===== config.mk =====
export PLATFORM = sky130hd
export DESIGN_NAME = input_conditioner
export DESIGN_NICKNAME = d
export VERILOG_FILES = /design/src/rtl/flippy_pkg.sv /design/src/rtl/debounce_bit.sv /design/src/rtl/input_conditioner.sv
export SDC_FILE = /design/constraint.sdc
export NUM_CORES = 1
export LEC_CHECK = 0
export CAP_MARGIN = 40
export CORE_MARGIN = 4
export CORE_UTILIZATION = 45
export CTS_CLUSTER_SIZE = 24
export DETAILED_ROUTE_END_ITERATION = 10
export GPL_ROUTABILITY_DRIVEN = 1
export HOLD_SLACK_MARGIN = 0.06
export PLACE_DENSITY = 0.66
export SLEW_MARGIN = 10
export SYNTH_ARGS = -nofsm -noshare
export SYNTH_HDL_FRONTEND = slang
export SYNTH_HIERARCHICAL = 1
export SYNTH_SLANG_ARGS = --single-unit

===== constraint.sdc =====
create_clock -name clock -period 3.1 [get_ports clock]
set_clock_uncertainty 0.05 [all_clocks]
set_input_delay 0.465 -clock clock [delete_from_list [all_inputs] [get_ports clock]]
set_output_delay 0.465 -clock clock [all_outputs]
set_load 0.03 [all_outputs]

===== src/rtl/flippy_pkg.sv =====
// rtl/flippy_pkg.sv - shared clock/debounce constants for the flippy board front end
package flippy_pkg;

  localparam int CLK_HZ                  = 50_000_000;
  localparam int DEBOUNCE_MS             = 10;
  localparam int DEBOUNCE_CYCLES_DEFAULT = CLK_HZ / 1000 * DEBOUNCE_MS;

  // Width of a counter that must reach n-1; never narrower than one bit.
  function automatic int cnt_width(input int n);
    return (n > 1) ? $clog2(n) : 1;
  endfunction

endpackage


===== src/rtl/debounce_bit.sv =====
// rtl/debounce_bit.sv - two-flop synchroniser and debounce counter for one input bit
module debounce_bit
  import flippy_pkg::*;
#(
  parameter int DEBOUNCE_CYCLES = DEBOUNCE_CYCLES_DEFAULT,
  parameter bit BYPASS          = 1'b0
) (
  input  logic clock,
  input  logic reset_signal,
  input  logic raw,
  output logic level,
  output logic rise,
  output logic change
);

  localparam int             CW       = cnt_width(DEBOUNCE_CYCLES);
  localparam logic [CW-1:0]  CNT_LAST = CW'(DEBOUNCE_CYCLES - 1);

  logic          s1;
  logic          s2;
  logic          stable;
  logic          stable_next;
  logic [CW-1:0] cnt;
  logic [CW-1:0] cnt_next;
  logic          cur_level;
  logic          nxt_level;

  // Accept s2 only after it has differed from stable for DEBOUNCE_CYCLES
  // consecutive edges; any agreement in between clears the count. With
  // BYPASS set the counter and stable register hold at 0 and fall away.
  always_comb begin
    stable_next = stable;
    cnt_next    = '0;
    if (!BYPASS && (s2 != stable)) begin
      if (cnt == CNT_LAST) begin
        stable_next = s2;
      end else begin
        cnt_next = cnt + CW'(1);
      end
    end
  end

  // In bypass the visible level is s2 itself, so edges are detected on s1 -> s2.
  always_comb begin
    cur_level = BYPASS ? s2 : stable;
    nxt_level = BYPASS ? s1 : stable_next;
  end

  // Synchroniser, debounce state and edge pulses, all registered on one edge.
  always_ff @(posedge clock) begin
    if (reset_signal) begin
      s1     <= 1'b0;
      s2     <= 1'b0;
      stable <= 1'b0;
      cnt    <= '0;
      rise   <= 1'b0;
      change <= 1'b0;
    end else begin
      s1     <= raw;
      s2     <= s1;
      stable <= stable_next;
      cnt    <= cnt_next;
      rise   <= ~cur_level & nxt_level;
      change <= cur_level ^ nxt_level;
    end
  end

  assign level = cur_level;

endmodule


===== src/rtl/input_conditioner.sv =====
// rtl/input_conditioner.sv - synchronise and debounce board switches/buttons (INPUT_COND_SW_DEBOUNCE_EN enables switch debounce)
module input_conditioner
  import flippy_pkg::*;
#(
  parameter int SW_WIDTH        = 8,
  parameter int BTN_WIDTH       = 3,
  parameter int DEBOUNCE_CYCLES = DEBOUNCE_CYCLES_DEFAULT,
  parameter int BTN_ACTIVE_LOW  = 1
) (
  input  logic                 clock,
  input  logic                 reset_signal,
  input  logic [SW_WIDTH-1:0]  sw_raw,
  input  logic [BTN_WIDTH-1:0] button_raw,
  output logic [SW_WIDTH-1:0]  sw_stable,
  output logic                 sw_changed,
  output logic [BTN_WIDTH-1:0] btn_level,
  output logic [BTN_WIDTH-1:0] btn_press
);

`ifdef INPUT_COND_SW_DEBOUNCE_EN
  localparam bit SW_BYPASS = 1'b0;
`else
  localparam bit SW_BYPASS = 1'b1;
`endif

  logic [BTN_WIDTH-1:0] btn_in;
  logic [BTN_WIDTH-1:0] btn_change;
  logic [SW_WIDTH-1:0]  sw_rise;
  logic [SW_WIDTH-1:0]  sw_change;
  logic                 unused_bits;

  // Normalise buttons so everything downstream treats 1 as pressed.
  always_comb begin
    btn_in = (BTN_ACTIVE_LOW != 0) ? ~button_raw : button_raw;
  end

  for (genvar i = 0; i < SW_WIDTH; i++) begin : g_sw
    debounce_bit #(
      .DEBOUNCE_CYCLES (DEBOUNCE_CYCLES),
      .BYPASS          (SW_BYPASS)
    ) u_sw (
      .clock        (clock),
      .reset_signal (reset_signal),
      .raw          (sw_raw[i]),
      .level        (sw_stable[i]),
      .rise         (sw_rise[i]),
      .change       (sw_change[i])
    );
  end

  for (genvar i = 0; i < BTN_WIDTH; i++) begin : g_btn
    debounce_bit #(
      .DEBOUNCE_CYCLES (DEBOUNCE_CYCLES),
      .BYPASS          (1'b0)
    ) u_btn (
      .clock        (clock),
      .reset_signal (reset_signal),
      .raw          (btn_in[i]),
      .level        (btn_level[i]),
      .rise         (btn_press[i]),
      .change       (btn_change[i])
    );
  end

  // Per-bit change flags are already registered; merging them yields one pulse
  // even when several switches settle on the same edge.
  always_comb begin
    sw_changed  = |sw_change;
    unused_bits = ^{sw_rise, btn_change};
  end

endmodule


== Word-level counts from Yosys, hierarchy flattened ==
Index checks and enable logic that the tools add are counted.

* Mux-type cells: 6
* Bitwise operators: 18
* Reduce and logical (&&, ||, !) cells: 4
* Equal/unequal tests: 6
* Add/sub/neg operators: 3

{| class="wikitable"
|+ Operator list
! operator !! count
|-
| 19-bit by 1-bit adder with 19-bit output, second input constant || 3
|-
| 19-bit equality test, second input constant || 3
|-
| 3-bit OR reduction || 3
|-
| 8-bit OR reduction || 1
|-
| 1-bit bitwise XOR || 8
|-
| 1-bit 2-to-1 mux || 6
|-
| 1-bit NOT || 6
|-
| 1-bit AND || 3
|-
| 1-bit inequality test || 3
|-
| 3-bit NOT || 1
|}

* Output and inout port bits: 15
* Logic and storage cells: 76
* Flip-flop bits (word level): 93
* Input port bits: 13

== Longest topological paths before layout ==
* Depth after elaboration: 4
* Mapped depth: 7

== Hierarchy ==
Netlist, hierarchy kept.

{| class="wikitable"
|+ Modules (own cells, without submodules)
! module !! times used !! area each (um^2) !! cells each
|-
| debounce_bit at g_btn[0].u_btn ... || 3 || 1037.2 || 114
|-
| debounce_bit at g_sw[0].u_sw ... || 8 || 118.9 || 10
|-
| input_conditioner || 1 || 27.5 || 6
|}

== Worst setup path after synthesis ==
OpenSTA, ideal clock, no wires.

* Kind: register -> register
* From: register g_btn[0].u_btn.cnt[0]
* To: register g_btn[0].u_btn/change (netlist name)
* Path buffers: 0
* Data required time: 2.986 ns
* Stages on the path, launching flop included: 8
* Data arrival time: 2.028 ns
* Path slack: 0.958 ns
* Library setup time: 0.064 ns
* Path through: dfxtp_1 ha_1 nand3_4 or4_4 nor2_1 mux2_2 ha_1 nor2_1

{| class="wikitable"
|+ RTL lines
! what !! line !! source
|-
| start: declaration || debounce_bit.sv:23 || <nowiki>logic [CW-1:0] cnt;</nowiki>
|-
| start signal: assignment || debounce_bit.sv:62 || <nowiki>cnt <= cnt_next;</nowiki>
|}

== Worst setup path in the final report ==
* From: register g_btn[1].u_btn.cnt[0]
* To: register g_btn[1].u_btn.rise

* Longest elaborated chain between the ends: 4

{| class="wikitable"
|+ RTL lines
! what !! line !! source
|-
| start: declaration || debounce_bit.sv:23 ||
|-
| start signal: assignment || debounce_bit.sv:62 ||
|-
| 19-bit equality test || debounce_bit.sv:35 || <nowiki>if (cnt == CNT_LAST) begin</nowiki>
|-
| 1-bit 2-to-1 mux || debounce_bit.sv:35 ||
|-
| 1-bit 2-to-1 mux || debounce_bit.sv:34 || <nowiki>if (!BYPASS && (s2 != stable)) begin</nowiki>
|-
| 1-bit AND || debounce_bit.sv:63 || <nowiki>rise <= ~cur_level & nxt_level;</nowiki>
|-
| end signal: assignment || debounce_bit.sv:63 ||
|-
| end: declaration || debounce_bit.sv:12 || <nowiki>output logic rise,</nowiki>
|}

No other way between the ends.
A chain may end at the register's enable or synchronous reset.

==> load_flow_metrics.sql <==
INSERT INTO impl_metrics (metric_group, metric, value, unit) VALUES
('outcome', 'result_of_the_run', 'completed', ''),
('clock_network', 'clk-insertion-delay-late', '0.35', 'ns'),
('setup_path', 'crit_path_end', 'g_btn[1].u_btn/rise$_SDFF_PP0_', ''),
('power', 'cellLeakagePower', '1.40', 'nW'),
('drt', 'overall_routed_net_length', '6390', 'um'),
('yosys', 'syn_area_per_cell', '9.38', 'um2'),
('setup_path', 'critPathCaptureType', 'flip-flop', ''),
('sta', 'post-route-period-util', '73.5', '%'),
('floorplan', 'initial_utilization', '46.4', '%'),
('sta', 'achievable-frequency', '439', 'MHz'),
('setup_path', 'cp_data_required_time', '3.26', 'ns'),
('sta', 'slew_headroom', '50.7', '%'),
('power', 'irDropWorstVdd', '0.000226', 'V'),
('flow_run', 'max-cap-violations', '0', ''),
('drt', 'route.antenna.remaining_nets', '0', ''),
('drt', 'drt_first_iter_violations', '83', ''),
('setup_path', 'timing.reg2reg.setup_slack', '0.82', 'ns'),
('clock_network', 'cts-root-to-sink-buffers', '2', ''),
('global_route', 'grt.overflow.total', '0', ''),
('floorplan', 'row_count', '33', ''),
('setup_path', 'path_max_fanout', '8', ''),
('clock_network', 'root_buffer', 'sky130_fd_sc_hd__clkbuf_8', ''),
('cells_and_area', 'n_antenna_cell', '0', ''),
('setup_path', 'timing_worst_setup_path_type', 'flip-flop to flip-flop', ''),
('global_route', 'grt.total_usage', '13.6', '%'),
('sta', 'finalSetupTns', '0', 'ns'),
('clock_network', 'clock_sinks', '93', ''),
('worst_hold_path', 'timing.hold.worst.class', 'flip-flop to flip-flop', ''),
('power', 'power', '2.04', 'mW'),
('drt', 'detail_route.wl_per_cell', '11.6', 'um'),
('yosys', 'post_synth_instance_area', '3810', 'um2'),
('sta', 'worst_slew_pin_slew', '0.733', 'ns'),
('clock_network', 'post-cts-setup-buffers', '0', ''),
('yosys', 'yosys_warnings', '6', ''),
('worst_hold_path', 'cell_depth_of_the_worst_hold_path', '1', ''),
('place', 'globalplace.congestion', '0.788', ''),
('setup_path', 'worst_ep_arrival_time', '2.44', 'ns'),
('drt', 'vias', '2724', ''),
('sta', 'rsz0062_at_grt', 'false', ''),
('drt', 'detail_route.first_pass.iterations', '4', ''),
('yosys', 'syn_inst', '406', ''),
('clock_network', 'cts_max_level', '3', ''),
('setup_path', 'worstSetupStartpointType', 'flip-flop', ''),
('power', 'power-per-cell-area', '466', 'nW/um2'),
('sta', 'final_period_minus_worst_setup_slack', '2.28', 'ns'),
('place', 'dp.final_hpwl', '4450', 'um'),
('cells_and_area', 'area_growth', '15.2', '%'),
('floorplan', 'dieArea', '10000', 'um2'),
('clock_network', 'cts.repair.resized', '0', ''),
('clock_network', 'clk_pin_slew_worst_paths', '0.09', 'ns'),
('place', 'io_buffers', '27', ''),
('cells_and_area', 'drive_above_1_share', '8.04', '%'),
('yosys', 'synth_fp_nets', '433', ''),
('floorplan', 'ioPinCount', '28', ''),
('global_route', 'vias_in_the_first_global_route', '2603', ''),
('clock_network', 'numCtsBuffers', '9', ''),
('drt', 'via_per_inst', '4.93', ''),
('global_route', 'largest_net_degree_at_the_start_of_global_routing', '20', ''),
('clock_network', 'tritoncts_clock_tree', 'built', ''),
('sta', 'hold_violations', '0', ''),
('setup_path', 'timing.rr.end', 'g_btn[1].u_btn/rise$_SDFF_PP0_', ''),
('setup_path', 'reg2reg_depth', '7', ''),
('sta', 'final-setup-viol-count', '0', ''),
('drt', 'drc', '0', ''),
('clock_network', 'hold_buffers', '0', ''),
('floorplan', 'die_w', '100', 'um'),
('floorplan', 'fp.coreArea', '8220', 'um2'),
('floorplan', 'floorplan.die.height', '100', 'um'),
('setup_path', 'worstSetupStartpoint', 'g_btn[1].u_btn/cnt[0]$_SDFF_PP0_', ''),
('setup_path', 'r2r_start', 'g_btn[1].u_btn/cnt[0]$_SDFF_PP0_', ''),
('global_route', 'antenna_found_initial', '0', ''),
('sta', 'final-max-slew-violation-count', '0', ''),
('sta', 'timing.hold.ws', '0.392', 'ns'),
('cells_and_area', 'final_net_count', '470', ''),
('global_route', 'grt_pass1_wl', '11200', 'um');
flip-flops by register name, summed over array words and instances (netlist names), named ones only:
| register | flops |
|---|---|
| g_sw.u_sw/change | 8 |
| g_sw.u_sw/nxt_level | 8 |
| g_sw.u_sw/level | 8 |
| g_btn.u_btn/s2 | 3 |
| g_btn.u_btn/rise | 3 |
| g_btn.u_btn/s1 | 3 |
| g_btn.u_btn/cnt | 57 |
power by group:
part           internal [mW]  switching [mW]
sequential              1.21         0.00900
combinational         0.0405          0.0418
clock                  0.318           0.421
worst max-delay path: stages (launching register included):
cell and delay (ns):
sky130_fd_sc_hd__dfxtp_1 0.38, sky130_fd_sc_hd__ha_1 0.25, sky130_fd_sc_hd__nand3_4 0.14, sky130_fd_sc_hd__or4_4 0.53
sky130_fd_sc_hd__nor2_1 0.16, sky130_fd_sc_hd__mux2_2 0.35, sky130_fd_sc_hd__ha_1 0.17, sky130_fd_sc_hd__nor2b_1 0.12
routing by layer:
metal  vias to the layer above  global-route usage [%]  wire length, um
met5                         -                       0                0
met4                         0                    6.32              100
met3                         7                    2.71              218
met2                        30                    22.0             2820
met1                      1248                    17.5             3250
li1                       1439                       -                -
through the flow:
step	utilization, %	setup WS [ns]	area (um2)	instances
6_report	53.4	0.820	4390	553
5_1_grt	53.4	0.705	4390	553
4_1_cts	53.4	0.815	4390	553
3_5_place_dp	51.1	0.821	4200	537
3_3_place_gp	51.1	0.878	4200	537
2_1_floorplan	-	0.976	3810	406
cell usage in the layout, fill, tap and decap left out, drive strengths merged, types with 12 or more instances in the layout:
| master | instances |
|---|---|
| nor2b | 25 |
| xnor2 | 42 |
| nor2 | 74 |
| nor4 | 20 |
| clkdlybuf4s50 | 27 |
| dfxtp | 93 |
| nand4 | 18 |
| nand2 | 16 |
| nand3 | 18 |
| nor3 | 12 |
| inv | 33 |
| ha | 14 |
how the worst min path moves through the flow:
stage                                       from                      endpoint
detailed placement  g_btn[1].u_btn/s1$_SDFF_PP0_  g_btn[1].u_btn/s2$_SDFF_PP0_
finish              g_btn[1].u_btn/s1$_SDFF_PP0_  g_btn[1].u_btn/s2$_SDFF_PP0_
floorplan           g_btn[0].u_btn/s1$_SDFF_PP0_  g_btn[0].u_btn/s2$_SDFF_PP0_
global route        g_btn[1].u_btn/s1$_SDFF_PP0_  g_btn[1].u_btn/s2$_SDFF_PP0_
global placement    g_btn[1].u_btn/s1$_SDFF_PP0_  g_btn[1].u_btn/s2$_SDFF_PP0_
CTS                 g_btn[1].u_btn/s1$_SDFF_PP0_  g_btn[1].u_btn/s2$_SDFF_PP0_
final cells by class:
| cell class | count | area [um2] |
|---|---|---|
| tap | 105 | 131 |
| clock inverter | 6 | 46.3 |
| inverter | 32 | 120 |
| timing repair buffer | 29 | 285 |
| fill | 775 | 3830 |
| clock buffer | 10 | 138 |
| multi-input combinational | 278 | 1800 |
| sequential | 93 | 1860 |
(Power assumes the default switching activity.)
